File: src/rtl/hazard_pkg.sv
// Shared constants for the pipeline hazard unit: forward selects and memory-wait FSM states.
// Latency: n/a (declarations only).
// Backpressure: n/a.
package hazard_pkg;

  // E-stage operand source selects
  localparam logic [1:0] FWD_RF = 2'b00;
  localparam logic [1:0] FWD_W  = 2'b01;
  localparam logic [1:0] FWD_M  = 2'b10;

  // Memory-wait tracker states
  typedef enum logic {
    MEM_IDLE = 1'b0,
    MEM_WAIT = 1'b1
  } mem_state_e;

endpackage

File: src/rtl/sat_counter.sv
// Saturating event counter with synchronous clear (clear wins over increment).
// Latency: count visible the cycle after the increment.
// Backpressure: none; holds at all-ones once saturated.
module sat_counter #(
  parameter int W = 16
) (
  input  logic         clk,
  input  logic         reset,
  input  logic         clr,
  input  logic         inc,
  output logic [W-1:0] q
);

  logic [W-1:0] q_q;
  logic [W-1:0] q_d;

  // Next count: clear, else increment unless already at all-ones
  always_comb begin
    q_d = q_q;
    if (clr) begin
      q_d = '0;
    end else if (inc && (q_q != {W{1'b1}})) begin
      q_d = q_q + W'(1);
    end
  end

  // Count register
  always_ff @(posedge clk or posedge reset) begin
    if (reset) begin
      q_q <= '0;
    end else begin
      q_q <= q_d;
    end
  end

  assign q = q_q;

endmodule

File: src/rtl/hazard_scoreboard.sv
// Pipeline hazard unit: forwarding, load-use/branch stalls, multi-cycle memory and mult/div tracking.
// Latency: all stall/flush/forward outputs are combinational from inputs and current state.
// Backpressure: memwait freezes F/D/E/M and bubbles W; other hazards freeze F/D and bubble E.
module hazard_scoreboard
  import hazard_pkg::*;
#(
  parameter int REG_AW  = 5,
  parameter int MEM_LAT = 1,
  parameter int MD_LAT  = 4,
  parameter int CNT_W   = 16
) (
  input  logic              clk,
  input  logic              reset,
  input  logic [REG_AW-1:0] RsD,
  input  logic [REG_AW-1:0] RtD,
  input  logic [REG_AW-1:0] RsE,
  input  logic [REG_AW-1:0] RtE,
  input  logic [REG_AW-1:0] WriteRegE,
  input  logic [REG_AW-1:0] WriteRegM,
  input  logic [REG_AW-1:0] WriteRegW,
  input  logic              BranchD,
  input  logic              MfhiloD,
  input  logic              StartMDD,
  input  logic              RegWriteE,
  input  logic              RegWriteM,
  input  logic              RegWriteW,
  input  logic              MemtoRegE,
  input  logic              MemtoRegM,
  input  logic              MemAccessM,
  input  logic              StartMDE,
  input  logic              CntClear,
  output logic              StallF,
  output logic              StallD,
  output logic              StallE,
  output logic              StallM,
  output logic              FlushE,
  output logic              FlushW,
  output logic [1:0]        ForwardAE,
  output logic [1:0]        ForwardBE,
  output logic              ForwardAD,
  output logic              ForwardBD,
  output logic              MdBusy,
  output logic [CNT_W-1:0]  LoadStallCnt,
  output logic [CNT_W-1:0]  BranchStallCnt,
  output logic [CNT_W-1:0]  MemStallCnt,
  output logic [CNT_W-1:0]  MdStallCnt
);

  // A single-cycle memory never waits; otherwise the first cycle plus MEM_LAT-2 counted cycles stall
  localparam bit         MEM_MULTI  = (MEM_LAT > 1);
  localparam logic [3:0] MEM_RELOAD = MEM_MULTI ? 4'(MEM_LAT - 2) : 4'd0;
  localparam logic [6:0] MD_RELOAD  = 7'(MD_LAT);

  mem_state_e mem_state_q, mem_state_d;
  logic [3:0] mem_cnt_q, mem_cnt_d;
  logic [6:0] md_cnt_q, md_cnt_d;
  logic       memwait;
  logic       lwstall;
  logic       brstall;
  logic       mdstall;

  // Operand forwarding: M result has priority over W; register 0 never forwards
  always_comb begin
    ForwardAE = FWD_RF;
    if ((RsE != '0) && (RsE == WriteRegM) && RegWriteM) begin
      ForwardAE = FWD_M;
    end else if ((RsE != '0) && (RsE == WriteRegW) && RegWriteW) begin
      ForwardAE = FWD_W;
    end
    ForwardBE = FWD_RF;
    if ((RtE != '0) && (RtE == WriteRegM) && RegWriteM) begin
      ForwardBE = FWD_M;
    end else if ((RtE != '0) && (RtE == WriteRegW) && RegWriteW) begin
      ForwardBE = FWD_W;
    end
  end

  assign ForwardAD = (RsD != '0) && (RsD == WriteRegM) && RegWriteM;
  assign ForwardBD = (RtD != '0) && (RtD == WriteRegM) && RegWriteM;

  // Load-use compares against the load's destination, which is what actually gets written
  assign lwstall = MemtoRegE && (WriteRegE != '0) &&
                   ((RsD == WriteRegE) || (RtD == WriteRegE));

  assign brstall = BranchD &&
                   ((RegWriteE && (WriteRegE != '0) &&
                     ((WriteRegE == RsD) || (WriteRegE == RtD))) ||
                    (MemtoRegM && (WriteRegM != '0) &&
                     ((WriteRegM == RsD) || (WriteRegM == RtD))));

  // Memory wait next-state; the exit cycle ignores MemAccessM so a back-to-back access starts from IDLE
  always_comb begin
    mem_state_d = mem_state_q;
    mem_cnt_d   = mem_cnt_q;
    memwait     = 1'b0;
    case (mem_state_q)
      MEM_IDLE: begin
        if (MemAccessM && MEM_MULTI) begin
          memwait     = 1'b1;
          mem_cnt_d   = MEM_RELOAD;
          mem_state_d = MEM_WAIT;
        end
      end
      MEM_WAIT: begin
        memwait = (mem_cnt_q != 4'd0);
        if (mem_cnt_q != 4'd0) begin
          mem_cnt_d = mem_cnt_q - 4'd1;
        end else begin
          mem_state_d = MEM_IDLE;
        end
      end
    endcase
  end

  // Mult/div busy countdown; a start held in a frozen E is only accepted once M moves
  always_comb begin
    md_cnt_d = md_cnt_q;
    if (StartMDE && !memwait) begin
      md_cnt_d = MD_RELOAD;
    end else if (md_cnt_q != 7'd0) begin
      md_cnt_d = md_cnt_q - 7'd1;
    end
  end

  // Tracker state registers
  always_ff @(posedge clk or posedge reset) begin
    if (reset) begin
      mem_state_q <= MEM_IDLE;
      mem_cnt_q   <= 4'd0;
      md_cnt_q    <= 7'd0;
    end else begin
      mem_state_q <= mem_state_d;
      mem_cnt_q   <= mem_cnt_d;
      md_cnt_q    <= md_cnt_d;
    end
  end

  assign MdBusy  = (md_cnt_q != 7'd0);
  assign mdstall = (MdBusy || StartMDE) && (MfhiloD || StartMDD);

  assign StallF = memwait || lwstall || brstall || mdstall;
  assign StallD = StallF;
  assign StallE = memwait;
  assign StallM = memwait;
  assign FlushW = memwait;
  // E is frozen during memwait, so it must not also be bubbled
  assign FlushE = (lwstall || brstall || mdstall) && !memwait;

  sat_counter #(.W(CNT_W)) u_load_cnt (
    .clk   (clk),
    .reset (reset),
    .clr   (CntClear),
    .inc   (lwstall && !memwait),
    .q     (LoadStallCnt)
  );

  sat_counter #(.W(CNT_W)) u_branch_cnt (
    .clk   (clk),
    .reset (reset),
    .clr   (CntClear),
    .inc   (brstall && !memwait),
    .q     (BranchStallCnt)
  );

  sat_counter #(.W(CNT_W)) u_mem_cnt (
    .clk   (clk),
    .reset (reset),
    .clr   (CntClear),
    .inc   (memwait),
    .q     (MemStallCnt)
  );

  sat_counter #(.W(CNT_W)) u_md_cnt (
    .clk   (clk),
    .reset (reset),
    .clr   (CntClear),
    .inc   (mdstall && !memwait),
    .q     (MdStallCnt)
  );

endmodule

File: config.mk
export PLATFORM = sky130hd
export DESIGN_NAME = hazard_scoreboard
export DESIGN_NICKNAME = d
export VERILOG_FILES = /design/src/rtl/hazard_pkg.sv /design/src/rtl/sat_counter.sv /design/src/rtl/hazard_scoreboard.sv
export SDC_FILE = /design/constraint.sdc
export NUM_CORES = 1
export LEC_CHECK = 0
export CAP_MARGIN = 20
export CORE_ASPECT_RATIO = 2
export CORE_MARGIN = 8
export CORE_UTILIZATION = 54
export DETAILED_ROUTE_END_ITERATION = 16
export PLACE_DENSITY = 0.87
export SKIP_LAST_GASP = 1
export SLEW_MARGIN = 25
export SYNTH_ARGS = -nofsm -noshare
export SYNTH_HDL_FRONTEND = slang
export SYNTH_HIERARCHICAL = 1
export SYNTH_SLANG_ARGS = --single-unit
File: constraint.sdc
create_clock -name clk -period 5.89 [get_ports clk]
set_input_delay 1.178 -clock clk [delete_from_list [all_inputs] [get_ports clk]]
set_output_delay 1.178 -clock clk [all_outputs]
set_load 0.02 [all_outputs]
==> run summary <==
status = complete, no violations
CP top delay family = buffers and inverters
Reg area = 0.00190 sq mm
fmax = 210 MHz
Worst R2R Start = mem_cnt_q[0]$_DFFE_PP0P_
core area = 0.00901 sq mm
top cells by area, synth = dfrtp_1 (38%), xnor2_1 (5.6%), a21oi_1 (5.2%)
crit path max-delay cell type = clkdlybuf4s50_1
routed wire length = 14400 microns
Post-synth EDFFs = 0
flop-to-flop setup slack = 2.74 ns
total global routing overflow = 0
#FFs+latches synth = 76
clk_skew = 0.00627 ns
CTS sink cnt = 76
worst vdd ir = 0.171 mV
Reg2Reg Depth = 10
static leakage = 2.36 nW
filler instances = 686
DIE HEIGHT = 152 microns
top cells by count, synth = dfrtp_1 (76), a21oi_1 (52), nand2_1 (37)
final setup margin = 1.13 ns
CTS tree = yes
Tot Pwr = 1.41 mW
placed insts = 756
GPL Wtd Cong = 0.946
drc violations = 0
cells after synthesis = 554
post-synth top area cell = dfrtp_1
Reg-to-Reg End = u_md_cnt/q[13]$_DFFE_PP0P_
synthesized area = 0.00498 sq mm
Arr. time, crit path = 3.58 ns
share of layout cells above drive strength 1 = 7.61%
Hold Path Stages = 2
Via Count = 4947
setup_tns = 0 ns
Hold EP = mem_cnt_q[1]$_DFFE_PP0P_
ANT nets after route = 0
synth unique cells = 43
CP startpoint kind = input pin
prevailing post-synth register cell = dfrtp_1
Final Hold Fails = 0
io pins = 125
clk_lat worst skew = 0.33 ns
post-DR wirelength/cell = 18.7 microns
Max Cap Viol = 0
clk slew on worst S/H paths = 0.05 ns
die area = 0.0127 sq mm
Nets = 720
final period utilization = 80.8%
port buffer count = 123
initial DRC count = 279
most used cell, CP = clkdlybuf4s50_1
Hold WC Path Type = flip-flop to flip-flop
sequential share of the synthesized area = 38.2%
Vias/cell = 6.41
fraction of registers with async set/reset = 100%
final setup fails = 0
CP Max Fanout = 5
crit-path max cell delay = 0.70 ns
vias in the first global route = 4856
critical path launch point = WriteRegM[2]
worst slew pin tran = 0.704 ns
Ys Warns = 6
Worst Path Required = 4.71 ns
CTS Hold Buffers Added = 0
RSZ-0062 raised after global routing = no
Total GRT Usage = 21.9%
Post-CTS Setup Inserts = 0
Layout Cells excl Fill = 772
Die Width = 83.9 microns
Root Buffer = clkbuf_16
floorplan row count = 49
Post-DP HPWL = 11100 microns
first-pass GRT wire length = 23400 microns
Post-Syn Nets = 609
kind of critical path = input pin to output pin
area fraction of the dominant cell type after synthesis = 38.2%
initial antenna violation count = 0
Post-CTS Resized = 0
Syn Area/Cell = 9.00 sq um
most common cell in the netlist = dfrtp_1
pre-CTS setup slack = 1.13 ns
fin util = 72.4%
H-tree depth = 3
PwrDens = 215 mW/mm^2
Ant. Diodes = 0
Worst Path Buf+Inv = 2
Slew HR = 52.6%
min cycle time layout = 4.76 ns
DRT Pass-1 Iters = 7
hold path startpoint = mem_cnt_q[1]$_DFFE_PP0P_
Max clock buf depth = 2
CP cell instances = clkdlybuf4s50_1, xnor2_1, nand3_1, nor3_1, o2111ai_1, a31oi_1, clkdlybuf4s50_1
max-slew violations = 0
CTS buffer count = 9
footprint of the multi-input gates = 0.00286 sq mm
synthesis-to-layout area growth = 30.9%
Initial Utilization = 55.3%
largest net degree at the start of global routing = 51
kind of end point of the critical path = output pin
==> worst register-to-register path: stages, from the launching register on <==
cell,delay [ns]
dfrtp_1,0.38
inv_1,0.09
ha_1,0.17
nand2_1,0.05
nand2_1,0.17
inv_1,0.30
nor2_1,0.51
nand3_1,0.29
or4_4,0.52
or4_1,0.42
a21oi_1,0.16
==> metrics by stage <==
stage	hold WS, ns	instance area, sq um
after CTS	0.508	6530
final	0.505	6530
after global placement	0.477	6200
after global routing	0.553	6530
after floorplan	0.464	4980
after detailed placement	0.497	6200
==> state kept, by name, summed over array words and instances, names as in the netlist <==
| signal | count |
|---|---|
| u_mem_cnt/q | 16 |
| mem_cnt_q | 4 |
| u_branch_cnt/q | 16 |
| mem_state_q | 1 |
| u_load_cnt/q | 16 |
| md_cnt_q | 7 |
| u_md_cnt/q | 16 |
==> worst max-delay path by stage <==
stage                        end  slack, ns  depth (start not counted)
CTS                       FlushE       1.14                          7
global route              FlushE       0.97                          7
detailed placement        FlushE       1.13                          7
finish                    FlushE       1.13                          7
global placement          FlushE       1.18                          7
floorplan           ForwardAE[0]       2.10                          5
==> metal layers <==
metal	vias to the layer above	global-route usage, %	share of wire (%)
met3	37	5.46	6.7
li1	2316	-	-
met4	0	10.1	2.9
met1	2359	21.7	35
met2	235	40.7	56
met5	-	0	0
==> cell families (layout without fill, tap and decap cells) <==
kind of cell	Yosys count	in the layout	synth area share (%)
AO/OA/AOI/OAI	114	114	13.7
XOR/XNOR	46	46	8.08
adder cells (fa/ha/maj)	7	7	1.76
buffers and inverters	43	159	4.37
flip-flops	76	76	38.2
multiplexers	12	12	2.61
AND/OR/NAND/NOR	256	256	31.4
==> final cells by class <==
class | count | area share [%]
clock buffers | 13 | 4.30
clock inverters | 3 | 0.652
inverters | 18 | 1.04
multi-input cells | 435 | 43.9
flip-flops and latches | 76 | 29.1
well taps | 102 | 1.96
repair buffers | 125 | 19.0
==> power breakdown <==
group	switching (mW)	internal [mW]	leakage (nW)
sequential	0.0267	0.545	1.05
combinational	0.135	0.115	1.15
clock	0.210	0.374	0.158
==> cells in the final DEF (no fill, tap or decap), drive strengths merged, types with 2 or more instances in the layout <==
cell	instances
clkdlybuf4s50	122
xor2	14
nor2	25
xnor2	32
o41ai	8
nor4	18
clkbuf	13
and4	5
or4	34
nor2b	12
mux2	8
buf	3
o31ai	20
or3	31
mux2i	4
nand3	35
o311a	2
a31oi	5
a21oi	52
ha	7
nand2b	9
nand2	37
nand4	26
nor3	21
inv	18
dfrtp	76
o21ai	22
(Power assumes the default switching activity.)
